[src/rtl/c880_resp_misr_pkg.sv]
// Shared definitions for the c880 output response analyzer: state encoding,
// default MISR constants and the single-step MISR function, which is also
// reused by the pattern-generator LFSR work.
package dft_ora_pkg;

    // c880 response width: bit 0 = N388 ... bit 25 = N880
    localparam int C880_RESP_W = 26;
    localparam int DEF_SIG_W   = 32;
    localparam int DEF_CNT_W   = 16;

    localparam logic [DEF_SIG_W-1:0] DEF_POLY = 32'h04C11DB7;
    localparam logic [DEF_SIG_W-1:0] DEF_SEED = 32'hFFFFFFFF;

    typedef enum logic [1:0] {
        IDLE    = 2'd0,
        COMPACT = 2'd1,
        COMPARE = 2'd2,
        DONE    = 2'd3
    } state_e;

    // One Galois MISR step: shift left, fold in the polynomial when the MSB
    // falls out, then xor in the (already zero-extended) parallel data.
    function automatic logic [DEF_SIG_W-1:0] misr_next(
        input logic [DEF_SIG_W-1:0] sig,
        input logic [DEF_SIG_W-1:0] data,
        input logic [DEF_SIG_W-1:0] poly
    );
        logic [DEF_SIG_W-1:0] w_fb;
        w_fb = sig[DEF_SIG_W-1] ? poly : '0;
        return {sig[DEF_SIG_W-2:0], 1'b0} ^ w_fb ^ data;
    endfunction

endpackage

[src/rtl/c880_resp_misr_misr_reg.sv]
// Multiple-input signature register: loads SEED on reset or i_load,
// otherwise compacts i_data into the signature on each enabled edge.
module misr_reg
    import dft_ora_pkg::*;
#(
    parameter int                   DATA_W = C880_RESP_W,
    parameter logic [DEF_SIG_W-1:0] POLY   = DEF_POLY,
    parameter logic [DEF_SIG_W-1:0] SEED   = DEF_SEED
) (
    input  logic                 clk,
    input  logic                 rst_n,
    input  logic                 i_load,
    input  logic                 i_en,
    input  logic [DATA_W-1:0]    i_data,
    output logic [DEF_SIG_W-1:0] o_sig
);

    logic [DEF_SIG_W-1:0] r_sig;
    logic [DEF_SIG_W-1:0] w_data_ext;

    assign w_data_ext = DEF_SIG_W'(i_data);

    // Seed load has priority over compaction; otherwise hold
    always_ff @(posedge clk or negedge rst_n) begin
        if (!rst_n) begin
            r_sig <= SEED;
        end else if (i_load) begin
            r_sig <= SEED;
        end else if (i_en) begin
            r_sig <= misr_next(r_sig, w_data_ext, POLY);
        end
    end

    assign o_sig = r_sig;

endmodule

[src/rtl/c880_resp_misr.sv]
// c880 response analyzer top: run-control FSM, pattern counter and golden
// compare around a MISR. One start pulse compacts num_patterns beats and
// yields a single pass/fail verdict plus the signature.
//
// Handshake: a beat transfers on a rising edge where resp_valid && resp_ready.
// resp_ready is a pure function of state (high only in COMPACT), never of
// resp_valid; the source may hold resp_valid high while resp_ready is low.
module c880_resp_misr
    import dft_ora_pkg::*;
#(
    parameter int                   RESP_W = C880_RESP_W,
    parameter int                   SIG_W  = DEF_SIG_W,    // MISR is DEF_SIG_W bits wide
    parameter logic [DEF_SIG_W-1:0] POLY   = DEF_POLY,
    parameter logic [DEF_SIG_W-1:0] SEED   = DEF_SEED,
    parameter int                   CNT_W  = DEF_CNT_W
) (
    input  logic              clk,
    input  logic              rst_n,
    input  logic              start,
    input  logic              abort,
    input  logic [CNT_W-1:0]  num_patterns,
    input  logic [SIG_W-1:0]  golden_sig,
    input  logic              resp_valid,
    input  logic [RESP_W-1:0] resp_data,
    output logic              resp_ready,
    output logic              busy,
    output logic              done,
    output logic              pass,
    output logic [SIG_W-1:0]  signature,
    output logic [CNT_W-1:0]  pat_count,
    output logic [1:0]        o_dbg_state
);

    state_e            r_state;
    state_e            w_state_nxt;
    logic [CNT_W-1:0]  r_num;
    logic [CNT_W-1:0]  r_count;
    logic [SIG_W-1:0]  r_golden;
    logic              r_pass;
    logic [SIG_W-1:0]  w_sig;
    logic              w_load;
    logic              w_accept;
    logic              w_last;

    // A run may start only from IDLE or DONE; abort overrides both start and accept
    assign w_load   = start && !abort && ((r_state == IDLE) || (r_state == DONE));
    assign w_accept = resp_valid && !abort && (r_state == COMPACT);
    assign w_last   = (r_count + CNT_W'(1)) == r_num;

    misr_reg #(
        .DATA_W (RESP_W),
        .POLY   (POLY),
        .SEED   (SEED)
    ) u_misr (
        .clk    (clk),
        .rst_n  (rst_n),
        .i_load (w_load),
        .i_en   (w_accept),
        .i_data (resp_data),
        .o_sig  (w_sig)
    );

    // State register
    always_ff @(posedge clk or negedge rst_n) begin
        if (!rst_n) begin
            r_state <= IDLE;
        end else begin
            r_state <= w_state_nxt;
        end
    end

    // Next-state logic; a zero-length run goes straight to COMPARE
    always_comb begin
        w_state_nxt = r_state;
        if (abort) begin
            w_state_nxt = IDLE;
        end else begin
            case (r_state)
                IDLE, DONE: begin
                    if (start) begin
                        w_state_nxt = (num_patterns != '0) ? COMPACT : COMPARE;
                    end
                end
                COMPACT: begin
                    if (w_accept && w_last) begin
                        w_state_nxt = COMPARE;
                    end
                end
                COMPARE: w_state_nxt = DONE;
                default: w_state_nxt = IDLE;
            endcase
        end
    end

    // State-decoded outputs
    always_comb begin
        resp_ready = (r_state == COMPACT);
        busy       = (r_state == COMPACT) || (r_state == COMPARE);
        done       = (r_state == DONE);
    end

    // Run parameters and accepted-beat counter; held across abort until next start
    always_ff @(posedge clk or negedge rst_n) begin
        if (!rst_n) begin
            r_num    <= '0;
            r_golden <= '0;
            r_count  <= '0;
        end else if (w_load) begin
            r_num    <= num_patterns;
            r_golden <= golden_sig;
            r_count  <= '0;
        end else if (w_accept) begin
            r_count  <= r_count + CNT_W'(1);
        end
    end

    // Verdict: registered in the COMPARE cycle, cleared by abort or a new run
    always_ff @(posedge clk or negedge rst_n) begin
        if (!rst_n) begin
            r_pass <= 1'b0;
        end else if (abort || w_load) begin
            r_pass <= 1'b0;
        end else if (r_state == COMPARE) begin
            r_pass <= (w_sig == r_golden);
        end
    end

    assign pass        = r_pass;
    assign signature   = w_sig;
    assign pat_count   = r_count;
    assign o_dbg_state = r_state;

endmodule

[config.mk]
export PLATFORM = sky130hd
export DESIGN_NAME = c880_resp_misr
export DESIGN_NICKNAME = d
export VERILOG_FILES = /design/src/rtl/c880_resp_misr_pkg.sv /design/src/rtl/c880_resp_misr_misr_reg.sv /design/src/rtl/c880_resp_misr.sv
export SDC_FILE = /design/constraint.sdc
export NUM_CORES = 1
export LEC_CHECK = 0
export CORE_AREA = 2 2 127 129
export CTS_CLUSTER_SIZE = 28
export DETAILED_ROUTE_END_ITERATION = 10
export DIE_AREA = 0 0 129 131
export GPL_TIMING_DRIVEN = 0
export PLACE_DENSITY = 0.6
export SETUP_SLACK_MARGIN = 0.5
export SYNTH_ARGS = -nofsm -noshare
export SYNTH_HDL_FRONTEND = slang
export SYNTH_SLANG_ARGS = --single-unit
[constraint.sdc]
create_clock -name clk -period 2.6 [get_ports clk]
set_input_delay 0.26 -clock clk [delete_from_list [all_inputs] [get_ports clk]]
set_output_delay 0.26 -clock clk [all_outputs]
set_load 0.005 [all_outputs]
After elaboration in Yosys (flattened, before gate mapping)
Cells that the tools add are included.
{"block": "op_classes", "shift": 0, "bitwise": 2, "n_eq_ne": 7, "div": 0, "add_sub_neg": 1, "n_lt_le_gt_ge": 0, "muxes": 12, "reduce_logical": 15, "mul": 0}
{"operator": "2-to-1 mux 32 bit", "count": 2}
{"operator": "equality test 32 bit", "count": 1}
{"operator": "2-to-1 mux 16 bit", "count": 2}
{"operator": "bitwise XOR 32 x 26 -> 32 bit", "count": 1}
{"operator": "bitwise XOR 32 bit", "count": 1}
{"operator": "2-to-1 mux 27 bit", "count": 1}
{"operator": "adder 16 x 1 -> 16 bit (second input constant)", "count": 1}
{"operator": "equality test 16 bit", "count": 1}
{"operator": "nonzero test 16 bit", "count": 1}
{"operator": "2-to-1 mux 2 bit", "count": 4}
{"operator": "one-hot mux 2 bit (3 select lines)", "count": 1}
{"operator": "logical AND 1 bit", "count": 5}
{"operator": "equality test 2 bit (second input constant)", "count": 2}
{"operator": "nonzero test 2 bit", "count": 2}
{"operator": "logical OR 1 bit", "count": 3}
{"operator": "inequality test 3 x 2 -> 1 bit (second input constant)", "count": 1}
{"operator": "inequality test 3 bit (second input constant)", "count": 1}
{"operator": "equality test 2 x 1 -> 1 bit (second input constant)", "count": 1}
{"operator": "zero test 2 bit", "count": 1}
{"operator": "2-to-1 mux 1 bit", "count": 2}
{"operator": "AND reduction 2 bit", "count": 1}
{"operator": "OR reduction 2 bit", "count": 1}
{"operator": "zero test 1 bit", "count": 1}
{"block": "totals", "ff_bits": 99, "mem_bits_rw": 0, "out_inout_bits": 54, "latchBits": 0, "input_bits": 79, "word_cells": 43, "romBits": 0, "n_memories": 0}

Longest topological paths before layout
{"block": "logic_depth", "ltp_word": 7, "depth_mapped": 9, "mapped_depth_nobuf": 8}

Hierarchy
Synthesis repeated with hierarchy kept, for this count alone.
{"block": "unflattened", "cells_unflattened": 565, "hier_area_um2": 5456.5}
{"module": "c880_resp_misr", "cells_each": 431, "seq_area_each_um2": 1676.6, "n_inst": 1, "area_each_um2": 3639.7}
{"module": "misr_reg", "cells_each": 134, "seq_area_each_um2": 840.8, "n_inst": 1, "area_each_um2": 1816.7}

Worst setup path before layout
OpenSTA, ideal clock, no wires.
{"block": "synth_path", "kind": "reg2reg", "startpoint": "register r_count[0] (netlist: pat_count[0])", "endpoint": "register r_state[1] (netlist: o_dbg_state[1])", "path_stages_with_launch": 8, "setup_ps": 120, "arrival_time_ps": 2561, "slack_ps": -81, "required_ps": 2480, "n_path_buf": 1, "period_less_slack_ps": 2681, "path_cell_list": "dfrtp_1 > buf_4 > nand2_4 > or3_1 > or4b_2 > a32o_2 > or4_1 > o211a_1"}
{"block": "synth_via", "elab_chain_len": 5}
{"element": "from (decl)", "line_no": "c880_resp_misr.sv:37", "text": "logic [CNT_W-1:0] r_count;"}
{"element": "from (signal assigned)", "line_no": "c880_resp_misr.sv:113", "text": "r_count <= r_count + CNT_W'(1);"}
{"element": "adder 16 x 1 -> 16 bit", "line_no": "c880_resp_misr.sv:48", "text": "assign w_last = (r_count + CNT_W'(1)) == r_num;"}
{"element": "equality test 16 bit", "line_no": "c880_resp_misr.sv:48"}
{"element": "logical AND 1 bit", "line_no": "c880_resp_misr.sv:85", "text": "if (w_accept && w_last) begin"}
{"element": "inequality test 3 x 2 -> 1 bit (no line)"}
{"element": "AND reduction 2 bit (no line)"}
{"element": "to (signal assigned)", "line_no": "c880_resp_misr.sv:68", "text": "r_state <= w_state_nxt;"}
{"element": "to (decl)", "line_no": "c880_resp_misr.sv:34", "text": "state_e r_state;"}
No other way between the ends.
A chain may end at the register's enable or synchronous reset.

Final worst setup path
{"block": "layout_path", "startpoint": "register r_count[2] (netlist: pat_count[2])", "endpoint": "register r_state[0] (netlist: o_dbg_state[0])"}
The elaborated chain is that of the path after synthesis.

==> flow_metrics.py <==
metrics = {
    "route": {
        "ant_nets": 0,
        "wire_per_inst_um": 16.1,
        "drtIter0Drc": 352,
        "num_vias": 4689,
        "viasPerCell": 4.80,
        "firstDrtPassIters": 4,
        "routed_wl_um": 15800,
        "drc": 0,
    },
    "grt": {
        "grtUsageTotal_pct": 19.0,
        "grt_first_pass_wirelength_um": 24600,
        "grt_start_max_net_pins": 74,
        "grt.overflow.total": 0,
        "grt_pass1_vias": 4778,
        "antenna_found_initial": 0,
    },
    "layout": {
        "multi_input_area_um2": 2780,
        "areaGrowthSynthToFinish_pct": 44.2,
        "drive_above_1_share_pct": 18.5,
        "seqCellArea_um2": 2530,
        "fin_nets": 839,
        "diodes": 0,
        "fillers": 1468,
        "final_area_um2": 7670,
    },
    "worst_hold_path": {
        "hold_path_class": "input pin to async pin",
    },
    "clock_tree": {
        "cts-buffers-inserted": 9,
        "htree_levels": 3,
        "path_clk_slew_ps": 60,
        "clk_path_buf_depth": 2,
        "clock_latency_ps": 350,
        "clock-sinks": 99,
        "cts_tree": "yes",
        "cts-root-buf": "clkbuf_16",
    },
    "yosys": {
        "synth_area_per_cell_um2": 9.10,
        "syn_nets": 667,
        "netlist_instances": 584,
        "yosysSeqAreaShare_pct": 47.4,
        "yosysWarningCount": 0,
        "ys_ff_latch": 99,
        "synthTopCellsByArea": "dfrtp_1 32%, dfstp_2 16%, nand2_1 14%, xnor2_1 13%, o211ai_1 4.0%",
        "yosysTopAreaCell": "dfrtp_1",
        "syn_area_um2": 5320,
        "synthDominantCellAreaShare_pct": 31.5,
        "synth_cell_type_count": 50,
    },
    "power": {
        "seqPwrFrac_pct": 39.4,
        "leakagePower_nw": 3.37,
        "swShare_pct": 36.1,
        "p_clk_share_pct": 18.2,
        "p_comb_share_pct": 42.3,
        "switchingPower_mw": 2.70,
        "ir_drop_uv": 403,
        "p_total_mw": 7.48,
        "internal_power_mw": 4.78,
        "p_per_area_nw_per_um2": 976,
    },
    "worst_setup_path": {
        "crit_required_ps": 2830,
        "cp_data_arrival_time_ps": 2690,
        "cp-start-kind": "flip-flop",
        "crit_type": "flip-flop to flip-flop",
        "crit_fanout": 3,
        "cp-end-kind": "flip-flop",
    },
    "placement": {
        "portBuffers": 132,
        "hpwl_um": 11800,
        "place_congestion": 0.855,
        "dpl_cell_area_um2": 6980,
        "dp_slack_ps": -364,
    },
    "floorplan": {
        "rows": 46,
        "coreArea_um2": 15600,
        "initial_core_util_pct": 34.1,
        "die-area_um2": 16900,
        "io_pins": 133,
        "die_h_um": 131,
        "die_w_um": 129,
    },
    "timing": {
        "min_period_ps": 2460,
        "finalWorstSetupSlack_ps": 136,
        "relSlewSlack_pct": 47.7,
        "fmaxAchievable_mhz": 406,
        "whs_ps": 381,
        "tightest_slew_ps": 784,
        "setup_viol": 0,
        "period_share_pct": 94.8,
        "tns_ps": 0,
        "fin_skew_ps": 7.26,
        "rsz0062_at_grt": "yes",
        "slew_violations": 0,
        "hold_viol_final": 0,
    },
    "flow_run": {
        "maxCapViolCount": 0,
    },
    "outcome": {
        "status": "completed",
    },
}
[final timing paths]
check                         startpoint               end  slack (ps)  depth (start not counted)
min reg2reg                     r_num[1]          r_num[1]         500                          2
min in group clk           golden_sig[6]       r_golden[6]         440                          3
min                                rst_n      pat_count[2]         380                          2
max reg2reg                 pat_count[2]    o_dbg_state[0]         140                          7
max                         pat_count[2]    o_dbg_state[0]         140                          7
max in group asynchronous          rst_n  u_misr.o_sig[28]        1510                          3
[cells by family after synthesis]
group           synth area share, %
flops                          47.4
fa+ha+maj                     0.942
mux                           0.800
buf+inv                        2.94
compound gates                 7.23
simple gates                   23.8
xor+xnor                       17.0
[through the flow]
stage	cells	utilization (%)
floorplan	584	-
global placement	932	44.6
detailed placement	933	44.8
CTS	966	48.3
global route	977	49.1
finish	977	49.1
[synthesized netlist by cell type (all sizes together)]
cell,n
and3,2
mux2i,2
o21ai,6
a211o,2
nor3,5
a31o,2
and4,1
or4,2
a31oi,1
o211ai,28
dfstp,32
xnor2,79
a32o,1
o31ai,1
nand4,19
or2,1
xor2,24
a21oi,5
and3b,1
mux2,2
and2,1
o2bb2ai,1
o22ai,2
o211a,2
nand3b,1
ha,4
nand2,195
a2111oi,1
clkbuf,30
dfrtp,67
inv,3
nor2,19
nor3b,1
nand2b,1
a311oi,1
nor2b,5
nor4,10
or4b,2
nand3,12
or3,6
buf,4
[worst max-delay path: stages (launching register included)]
cell and delay, ps:
dfrtp_1 360, buf_6 110, nand3_4 80, or3_4 400, or4b_4 510, a32o_2 290, o31ai_4 270, mux2_4 320
[layout make-up]
type                       count  area share [%]
multi-input combinational    448            36.2
sequential                    99            33.0
timing repair buffer         161            20.3
tap                          216            3.53
clock buffer                  11            3.17
buffer                        34            2.89
clock inverter                 5           0.767
inverter                       3           0.147
[placed cells by master, fill, tap and decap left out, drive strengths merged, types with 10 or more instances in the layout]
cell	netlist	routed
xor2	24	24
clkbuf	30	38
clkdlybuf4s50	0	131
nor4	10	10
o211ai	28	28
dfrtp	67	67
nor2	19	19
xnor2	79	79
nand3	12	12
nand2	195	195
buf	4	36
nand4	19	19
dfstp	32	32
[power by group through the flow]
stage	clock [mW]	sequential [mW]	combinational, mW
2_1_floorplan	0	2.80	1.84
3_3_place_gp	0	2.95	2.94
3_5_place_dp	0	2.97	2.99
4_1_cts	1.40	2.95	3.13
5_1_grt	1.45	3.04	3.49
6_report	1.36	2.95	3.17
[timing repair]
item	in CTS	in global routing
hold buffers	1	0
setup buffers	16	11
pin swaps	4	8
endpoints found under the hold margin	26	0
resized for setup	41	27
setup endpoints to repair	91	87
[sequential cells by signal, summed over array words and instances, names as in the netlist]
signal,cells
r_golden,32
u_misr.o_sig,32
pat_count,16
r_num,16
o_dbg_state,2
pass,1
[routing by layer]
layer  share of wire [%]  track usage [%]  wire length, µm
met4                0.87             6.01              137
met2                  49             31.7             7740
met3                 6.5             3.75             1030
met1                  44             25.1             6860
met5                   0                0                0
Power figures use the tool's default switching activity.
